--- config.mk ---
export PLATFORM = sky130hd
export DESIGN_NAME = sram_rw_ctrl
export DESIGN_NICKNAME = d
export VERILOG_FILES = /design/src/rtl/sram_rw_pkg.sv /design/src/rtl/sram_resp_fifo.sv /design/src/rtl/sram_rw_ctrl.sv
export SDC_FILE = /design/constraint.sdc
export NUM_CORES = 1
export LEC_CHECK = 0
export ABC_AREA = 1
export CORE_AREA = 2 2 125 127
export DETAILED_ROUTE_END_ITERATION = 10
export DIE_AREA = 0 0 127 129
export PLACE_DENSITY = 0.95
export SYNTH_ARGS = -nofsm -noshare
export SYNTH_HDL_FRONTEND = slang
export SYNTH_SLANG_ARGS = --single-unit
--- constraint.sdc ---
create_clock -name clock -period 7.1 [get_ports clock]
set_input_delay 1.065 -clock clock [delete_from_list [all_inputs] [get_ports clock]]
set_output_delay 1.065 -clock clock [all_outputs]
set_load 0.03 [all_outputs]
--- src/rtl/sram_rw_pkg.sv ---
// rtl/sram_rw_pkg.sv - shared sizes and FSM state type for the SRAM read/write controller
package sram_rw_pkg;

  localparam int ADDR_W     = 14;
  localparam int DATA_W     = 64;
  localparam int DEPTH      = 16384;
  localparam int RESP_DEPTH = 2;

  typedef enum logic {
    INIT = 1'b0,
    RUN  = 1'b1
  } state_t;

endpackage

--- src/rtl/sram_resp_fifo.sv ---
// rtl/sram_resp_fifo.sv - small circular buffer holding read responses in issue order
module sram_resp_fifo #(
  parameter int DEPTH = 2,
  parameter int WIDTH = 64,
  localparam int CW = $clog2(DEPTH + 1)
) (
  input  logic             clock,
  input  logic             reset,
  input  logic             push,
  input  logic [WIDTH-1:0] push_data,
  input  logic             pop,
  output logic [WIDTH-1:0] pop_data,
  output logic [CW-1:0]    count
);

  localparam int PW = (DEPTH > 1) ? $clog2(DEPTH) : 1;

  logic [WIDTH-1:0] mem [DEPTH];
  logic [PW-1:0]    wr_ptr;
  logic [PW-1:0]    rd_ptr;

  assign pop_data = mem[rd_ptr];

  // Entry storage; contents are only meaningful while counted, so no reset is needed.
  always_ff @(posedge clock) begin
    if (push) begin
      mem[wr_ptr] <= push_data;
    end
  end

  // Pointer and occupancy bookkeeping with wrap at DEPTH.
  always_ff @(posedge clock) begin
    if (reset) begin
      wr_ptr <= '0;
      rd_ptr <= '0;
      count  <= '0;
    end else begin
      if (push) begin
        wr_ptr <= (wr_ptr == PW'(DEPTH - 1)) ? '0 : wr_ptr + 1'b1;
      end
      if (pop) begin
        rd_ptr <= (rd_ptr == PW'(DEPTH - 1)) ? '0 : rd_ptr + 1'b1;
      end
      count <= count + CW'(push) - CW'(pop);
    end
  end

endmodule

--- src/rtl/sram_rw_ctrl.sv ---
// rtl/sram_rw_ctrl.sv - zeroes the SRAM after reset, then arbitrates write/read requests onto one port
module sram_rw_ctrl #(
  parameter int ADDR_W     = sram_rw_pkg::ADDR_W,
  parameter int DATA_W     = sram_rw_pkg::DATA_W,
  parameter int DEPTH      = sram_rw_pkg::DEPTH,
  parameter int RESP_DEPTH = sram_rw_pkg::RESP_DEPTH
) (
  input  logic              clock,
  input  logic              reset,
  output logic              init_done,
  input  logic              w_valid,
  output logic              w_ready,
  input  logic [ADDR_W-1:0] w_addr,
  input  logic [DATA_W-1:0] w_data,
  input  logic              r_valid,
  output logic              r_ready,
  input  logic [ADDR_W-1:0] r_addr,
  output logic              resp_valid,
  input  logic              resp_ready,
  output logic [DATA_W-1:0] resp_data,
  output logic              sram_en,
  output logic              sram_wmode,
  output logic [ADDR_W-1:0] sram_addr,
  output logic [DATA_W-1:0] sram_wdata,
  input  logic [DATA_W-1:0] sram_rdata
);

  import sram_rw_pkg::*;

  localparam int CW = $clog2(RESP_DEPTH + 1);

  state_t            state;
  logic [ADDR_W-1:0] init_cnt;
  logic              last_was_write;
  logic              rd_pending;
  logic [CW-1:0]     fifo_count;
  logic              fifo_pop;
  logic [CW:0]       occupancy;
  logic              running;
  logic              read_elig;
  logic              wr_fire;
  logic              rd_fire;

  // Reset is folded in combinationally so every handshake/enable is low while it is held.
  assign running    = !reset && (state == RUN);
  assign init_done  = running;
  assign resp_valid = !reset && (fifo_count != '0);
  assign fifo_pop   = resp_valid && resp_ready;

  // Responses already owed (buffered plus the one in flight) minus the one leaving this cycle.
  assign occupancy = {1'b0, fifo_count} + {{CW{1'b0}}, rd_pending} - {{CW{1'b0}}, fifo_pop};
  assign read_elig = running && (occupancy < (CW + 1)'(RESP_DEPTH));

  // Round-robin: on contention the type not granted last wins.
  assign r_ready = read_elig && (!w_valid || last_was_write);
  assign w_ready = running && (!(r_valid && read_elig) || !last_was_write);
  assign wr_fire = w_valid && w_ready;
  assign rd_fire = r_valid && r_ready;

  // SRAM port: zero-fill during INIT, otherwise the granted access, otherwise idle zeroes.
  always_comb begin
    sram_en    = 1'b0;
    sram_wmode = 1'b0;
    sram_addr  = '0;
    sram_wdata = '0;
    if (!reset) begin
      if (state == INIT) begin
        sram_en    = 1'b1;
        sram_wmode = 1'b1;
        sram_addr  = init_cnt;
      end else if (wr_fire) begin
        sram_en    = 1'b1;
        sram_wmode = 1'b1;
        sram_addr  = w_addr;
        sram_wdata = w_data;
      end else if (rd_fire) begin
        sram_en    = 1'b1;
        sram_addr  = r_addr;
      end
    end
  end

  // Controller FSM: init sweep, grant history and the in-flight read marker.
  always_ff @(posedge clock) begin
    if (reset) begin
      state          <= INIT;
      init_cnt       <= '0;
      last_was_write <= 1'b1;
      rd_pending     <= 1'b0;
    end else begin
      case (state)
        INIT: begin
          init_cnt <= init_cnt + 1'b1;
          if (init_cnt == ADDR_W'(DEPTH - 1)) begin
            state <= RUN;
          end
        end
        RUN: begin
          rd_pending <= rd_fire;
          if (wr_fire) begin
            last_was_write <= 1'b1;
          end else if (rd_fire) begin
            last_was_write <= 1'b0;
          end
        end
        default: state <= INIT;
      endcase
    end
  end

  sram_resp_fifo #(
    .DEPTH (RESP_DEPTH),
    .WIDTH (DATA_W)
  ) u_resp_fifo (
    .clock     (clock),
    .reset     (reset),
    .push      (rd_pending),
    .push_data (sram_rdata),
    .pop       (fifo_pop),
    .pop_data  (resp_data),
    .count     (fifo_count)
  );

endmodule

==> results.py, run 1 <==
metrics = {
    "grt": {
        "grt_use_met1": 0.271,
        "grt_max_degree": 65,
        "grt_use_total": 0.232,
        "grt_pass1_vias": 5417,
        "met2_usage": 0.418,
        "grt_pass1_wl_mm": 28.9,
        "met3_usage": 0.0682,
        "grt-busiest-layer": "met2",
        "grt_antenna_before_repair": 0,
        "overflow": 0,
    },
    "synthesis": {
        "synth-xor-area-share": 0.00131,
        "synthSimpleGateAreaFrac": 0.135,
        "synth_fp_nets": 751,
        "ys_ff_latch": 150,
        "synthMuxAreaShare": 0.108,
        "postSynthCellCount": 586,
        "yosysSeqAreaShare": 0.642,
        "avgSynthCellArea_um2": 11.4,
        "netlist-cell-type-count": 28,
        "yosys_warnings": 0,
        "synth_fa_ha_area_frac": 0.00862,
        "synth-compound-area-share": 0.0204,
        "synth_top_family_by_area": "simple AND/OR/NAND/NOR gates",
        "syn_area_um2": 6680,
    },
    "power": {
        "switching_share": 0.217,
        "pwr-share-seq": 0.499,
        "power_frac_comb": 0.065,
        "vdd_drop_max_uv": 160,
        "power.leakage_nw": 4.09,
        "p_sw_mw": 0.416,
        "intPower_mw": 1.50,
        "total_power_mw": 1.92,
        "power.density_nw_per_um2": 184,
        "power_frac_clock": 0.437,
    },
    "floorplanning": {
        "row_count": 45,
        "pin_count": 309,
        "die_w_um": 127,
        "die-height_um": 129,
        "start_util": 0.446,
        "die_area_um2": 16400,
        "core-area_um2": 15000,
    },
    "place": {
        "hpwl_mm": 14.2,
        "io_buffers": 308,
        "routabilityCongestion": 0.898,
    },
    "drt": {
        "routed_wl_mm": 19.5,
        "postRouteAntennaNets": 0,
        "dr_total_vias": 5402,
        "drt_pass1_iterations": 5,
        "drc_errors": 0,
        "drt-vias-per-instance": 4.94,
        "drt-initial-drc-count": 327,
        "post_drt_wl_per_cell_um": 17.8,
    },
    "cts": {
        "cts_buffer_depth": 2,
        "cts_setup_buffers": 0,
        "cts_resized": 0,
        "cts_tree": "yes",
        "cts-root-buf": "clkbuf_16",
        "cts-htree-levels": 4,
        "cts_buffers": 17,
        "postCtsHoldBufs": 0,
        "clk_pin_slew_worst_paths_ps": 60,
        "cts.sinks": 150,
        "worstSkewPairLatency_ps": 400,
    },
    "timing": {
        "max-slew-margin-rel": 0.416,
        "maxSlewViolCount": 0,
        "final.period_utilization": 0.839,
        "worstMarginPinSlew_ps": 876,
        "fin_skew_ps": 6.44,
        "max_clock_freq_mhz": 168,
        "setup_tns_ps": 0,
        "rsz0062_at_grt": "no",
        "setup_viol": 0,
        "hold_viol": 0,
        "min_period_ps": 5950,
    },
    "setup_path": {
        "cp.required_ps": 6030,
        "r2r_slack_ps": 4230,
        "crit_top_cell": "inv_1",
        "critPathMaxFanout": 58,
        "max_stage_delay_ps": 630,
        "worstReg2RegEnd": "last_was_write",
        "endpoint_kind": "primary output",
        "start_kind": "input port",
        "reg2regPathDepth": 14,
        "worstPathCellList": "clkdlybuf4s50_1 -> a21oi_1 -> nand2_1 -> inv_1 -> ha_1 -> inv_1 -> ha_1 -> inv_1 -> fa_1 -> inv_1 -> nor2_1 -> nand3_2 -> nand3_2 -> buf_4 -> nor2_1 -> clkdlybuf4s50_1",
        "arrival_ps": 4890,
        "rr_startpoint": "u_resp_fifo.count[1]",
        "cp_slowest_cell": "clkdlybuf4s50_1",
        "crit_type": "input port to primary output",
    },
    "hold_path": {
        "hp-class": "flip-flop to flip-flop",
        "hold_depth": 2,
        "min_to": "init_cnt[7]",
        "holdCritStartpoint": "init_cnt[7]",
    },
    "job": {
        "maxCapViolCount": 0,
    },
    "finish": {
        "diodes": 0,
        "drive_gt1_frac": 0.123,
        "nets": 1058,
        "syn2layout_area_growth_pct": 56.6,
        "final_cell_mix": "clkdlybuf4s50_1, edfxtp_1, inv_1",
        "final_common_cell": "clkdlybuf4s50_1",
    },
    "status": {
        "status": "completed",
    },
}
## Yosys cell counts
cell type | n | area, um2
nand3_1 | 21 | 105
nor2_4 | 1 | 11.3
buf_6 | 6 | 67.6
a211oi_1 | 1 | 7.51
nand2_1 | 59 | 221
nand2_2 | 2 | 12.5
mux2_2 | 64 | 721
xor2_1 | 1 | 8.76
dfxtp_1 | 22 | 440
a21oi_1 | 14 | 70.1
and3_1 | 1 | 6.26
nand4_1 | 30 | 188
clkinv_1 | 1 | 3.75
clkbuf_1 | 6 | 22.5
edfxtp_1 | 128 | 3840
o21ai_1 | 1 | 5.00
inv_2 | 2 | 7.51
a31oi_1 | 1 | 6.26
nor2_1 | 87 | 327
buf_2 | 11 | 55.1
ha_1 | 3 | 37.5
inv_1 | 108 | 405
nor3_1 | 2 | 10.0
buf_1 | 2 | 7.51
o31ai_1 | 1 | 7.51
nand3_2 | 2 | 20.0
fa_1 | 1 | 20.0
o21ai_0 | 8 | 40.0
## sequential cells by signal (all words and copies together) (netlist names), named ones only
register and flops:
u_resp_fifo.mem 128, init_cnt 14, u_resp_fifo.count 2, last_was_write 1, rd_pending 1, state 1
u_resp_fifo.rd_ptr 1, u_resp_fifo.wr_ptr 1
## layout make-up
cell class              count  area, um2
multi-input cells         300       1830
clock buffers              17        425
fillers                  1014       4520
flip-flops and latches    150       4290
inverters                 111        417
clock inverters            15        140
repair buffers            313       3120
well taps                 188        235
## through the flow
stage	setup slack, ps	std cells	utilization	hold WS (ps)	area, um2
5_1_grt	822	1094	0.698	509	10500
3_3_place_gp	1340	1062	0.660	461	9890
2_1_floorplan	2180	586	-	440	6680
6_report	1150	1094	0.698	479	10500
3_5_place_dp	1170	1062	0.660	467	9890
4_1_cts	1160	1094	0.698	479	10500
## routing by layer
layer	wire, um	share of wire	vias up
li1	-	-	2579
met1	7630	0.39	2547
met2	10000	0.52	256
met3	1590	0.081	20
met4	228	0.012	0
met5	0	0	-
## critical path: cells and delay by family
family                   cells  cell delay (ps)
adder cells (fa/ha/maj)      3              900
AND/OR/NAND/NOR              5              910
AO/OA/AOI/OAI                1              190
buffers and inverters        7             1810
## worst max-delay path by stage
stage           from             end  cells after the start
2_1_floorplan  reset         sram_en                     15
3_3_place_gp   reset   sram_wdata[9]                     16
3_5_place_dp   reset  sram_wdata[29]                     16
4_1_cts        reset  sram_wdata[29]                     16
5_1_grt        reset  sram_wdata[29]                     16
6_report       reset  sram_wdata[29]                     16
## cells by family (layout without fill, tap and decap cells)
| group | count (synthesis) | after routing |
|---|---|---|
| xor+xnor | 1 | 1 |
| flops | 150 | 150 |
| simple gates | 205 | 205 |
| fa+ha+maj | 4 | 4 |
| compound gates | 26 | 26 |
| mux | 64 | 64 |
| buf+inv | 136 | 456 |
## power by group through the flow
stage                     Clock [mW]  Sequential, mW  Combinational, mW
after global placement             0           0.976              0.117
final                          0.838           0.957              0.124
after CTS                      0.855           0.957              0.124
after global routing           0.891           0.956              0.132
after detailed placement           0           0.976              0.122
after floorplan                    0           0.976             0.0197
(Power assumes the default switching activity.)
==> run 2: changes to the inputs <==
--- a/config.mk
+++ b/config.mk
@@ -6,10 +6,10 @@
 export NUM_CORES = 1
 export LEC_CHECK = 0
 export ABC_AREA = 1
-export CORE_AREA = 2 2 125 127
+export CORE_AREA = 2 2 130 132
 export DETAILED_ROUTE_END_ITERATION = 10
-export DIE_AREA = 0 0 127 129
-export PLACE_DENSITY = 0.95
+export DIE_AREA = 0 0 132 134
+export PLACE_DENSITY = 0.92
 export SYNTH_ARGS = -nofsm -noshare
 export SYNTH_HDL_FRONTEND = slang
 export SYNTH_SLANG_ARGS = --single-unit
==> constraint.sdc (replaced) <==
create_clock -name clock -period 6.1 [get_ports clock]
set_input_delay 0.915 -clock clock [delete_from_list [all_inputs] [get_ports clock]]
set_output_delay 0.915 -clock clock [all_outputs]
set_load 0.03 [all_outputs]
==> run 2 against run 1 <==
  * Clock skew increased by 0.52 ps
  * Final cell count increased by 3.0%
  * Die area increased by 8.0%
  * Register-to-register slack got worse by 1300 ps
  * Combinational power increased by 15%
  * Count of clock-buffer cells in the layout unchanged
  * Core utilization decreased by 6.3 points
  * Critical path depth unchanged
  * Global-route usage decreased by 3.2 points
==> results.py, run 2 (synthesis gave the netlist of run 1 again) <==
metrics = {
    "cts": {
        "cts_buffer_depth": 2,
        "cts-htree-levels": 4,
        "cts_buffers": 17,
        "worstSkewPairLatency_ps": 420,
        "cts-root-buf": "clkbuf_16",
        "cts_resized": 0,
        "cts.sinks": 150,
        "cts_tree": "yes",
        "clk_pin_slew_worst_paths_ps": 70,
        "cts_setup_buffers": 0,
        "postCtsHoldBufs": 0,
    },
    "power": {
        "power.leakage_nw": 4.23,
        "vdd_drop_max_uv": 205,
        "power.density_nw_per_um2": 218,
    },
    "setup_path": {
        "critPathMaxFanout": 34,
        "start_kind": "input port",
        "arrival_ps": 4410,
        "crit_buf_inv": 7,
        "cp_slowest_cell": "nand3_2",
        "r2r_slack_ps": 2930,
        "cp.required_ps": 5180,
        "worstPathCellList": "clkdlybuf4s50_1 -> a21oi_1 -> nand2_1 -> inv_1 -> ha_1 -> inv_1 -> ha_1 -> inv_1 -> fa_1 -> inv_1 -> nor2_1 -> nand3_2 -> nand3_2 -> buf_4 -> nor2_1 -> buf_4",
        "max_stage_delay_ps": 540,
        "crit_top_cell": "inv_1",
        "critical-path-top-delay-family": "buffers and inverters",
        "crit_type": "input port to primary output",
        "endpoint_kind": "primary output",
    },
    "grt": {
        "grt_use_total": 0.200,
        "grt_pass1_wl_mm": 27.3,
        "grt_pass1_vias": 5199,
        "grt_antenna_before_repair": 0,
        "grt_max_degree": 65,
        "overflow": 0,
    },
    "finish": {
        "multi_input_area_um2": 1830,
        "diodes": 0,
        "final_cell_mix": "clkdlybuf4s50_1, edfxtp_1, inv_1",
        "final_common_cell": "clkdlybuf4s50_1",
        "largest_register_ffs": 128,
        "top_register": "u_resp_fifo.mem",
        "nFillCells": 1227,
        "nets": 1059,
        "syn2layout_area_growth_pct": 55.0,
        "utilization": 0.635,
        "regArea_um2": 4290,
        "stdcell_area_um2": 10300,
        "reg_top3": "u_resp_fifo.mem x128, init_cnt x14, u_resp_fifo.count x2",
        "drive_gt1_frac": 0.197,
    },
    "drt": {
        "routed_wl_mm": 17.5,
        "drt-initial-drc-count": 181,
        "drt-vias-per-instance": 4.66,
        "drc_errors": 0,
        "post_drt_wl_per_cell_um": 15.5,
        "drt_pass1_iterations": 6,
        "dr_total_vias": 5254,
        "postRouteAntennaNets": 0,
    },
    "floorplanning": {
        "core-area_um2": 16300,
        "start_util": 0.410,
        "die_w_um": 132,
        "pin_count": 309,
        "die_area_um2": 17700,
        "row_count": 47,
        "die-height_um": 134,
    },
    "place": {
        "hpwl_mm": 12.7,
        "io_buffers": 308,
        "routabilityCongestion": 0.833,
        "place_area_um2": 9770,
    },
    "timing": {
        "max-slew-margin-rel": 0.418,
        "rsz0062_at_grt": "no",
        "setup_viol": 0,
        "setup_tns_ps": 0,
        "final.period_utilization": 0.874,
        "max_clock_freq_mhz": 188,
        "min_period_ps": 5330,
        "fin_skew_ps": 6.96,
        "worstMarginPinSlew_ps": 873,
        "maxSlewViolCount": 0,
        "fin_hold_ws_ps": 473,
        "hold_viol": 0,
    },
    "status": {
        "status": "completed",
    },
    "job": {
        "maxCapViolCount": 0,
    },
    "hold_path": {
        "hp-class": "flip-flop to flip-flop",
    },
}
[run 2: cell types whose count changed in the layout (fill, tap and decap cells not counted)]
cell and delta:
buf_4 +68, clkdlybuf4s50_1 -67, clkinv_2 -2, clkinv_4 -1, clkinvlp_4 +2, inv_6 -3
inv_8 +4
[run 2: tightest hold or removal path, cell delays in order, from the launching register on]
cell and delay [ps]:
dfxtp_1 320, inv_1 50, a21oi_1 60
[run 2: layer usage]
layer  vias up  routed length [um]  global-route usage
li1       2580                   -                   -
met1      2426                7240               0.247
met2       212                8520               0.334
met3        36                1300              0.0582
met4         0                 391              0.0755
met5         -                   0                   0
[run 2: path summary, 6_finish.rpt]
path,startpoint,end,depth (start not counted)
worst max-delay path,reset,sram_wdata[50],16
worst min-delay path,init_cnt[7],init_cnt[7],2
worst max register to register,u_resp_fifo.count[1],last_was_write,14
worst min register to register,init_cnt[7],init_cnt[7],2
[run 2: per-stage QoR]
step	power [mW]	cells	worst slack, ps
3_5_place_dp	1.28	1095	775
5_1_grt	2.33	1127	448
3_3_place_gp	1.27	1095	955
4_1_cts	2.28	1127	766
2_1_floorplan	1.16	586	1480
6_report	2.26	1127	771
[run 2: final cells by class]
cell class | count | share of cell area
sequential | 150 | 0.414
timing repair buffer | 314 | 0.286
multi-input combinational | 300 | 0.177
clock buffer | 17 | 0.0411
inverter | 111 | 0.0403
tap | 220 | 0.0266
clock inverter | 15 | 0.0150
[run 2: power breakdown]
group / internal (mW) / switching, mW / leakage (nW)
Combinational: 0.0986 / 0.0440 / 2.62
Clock: 0.545 / 0.455 / 0.276
Sequential: 1.11 / 0.00147 / 1.33
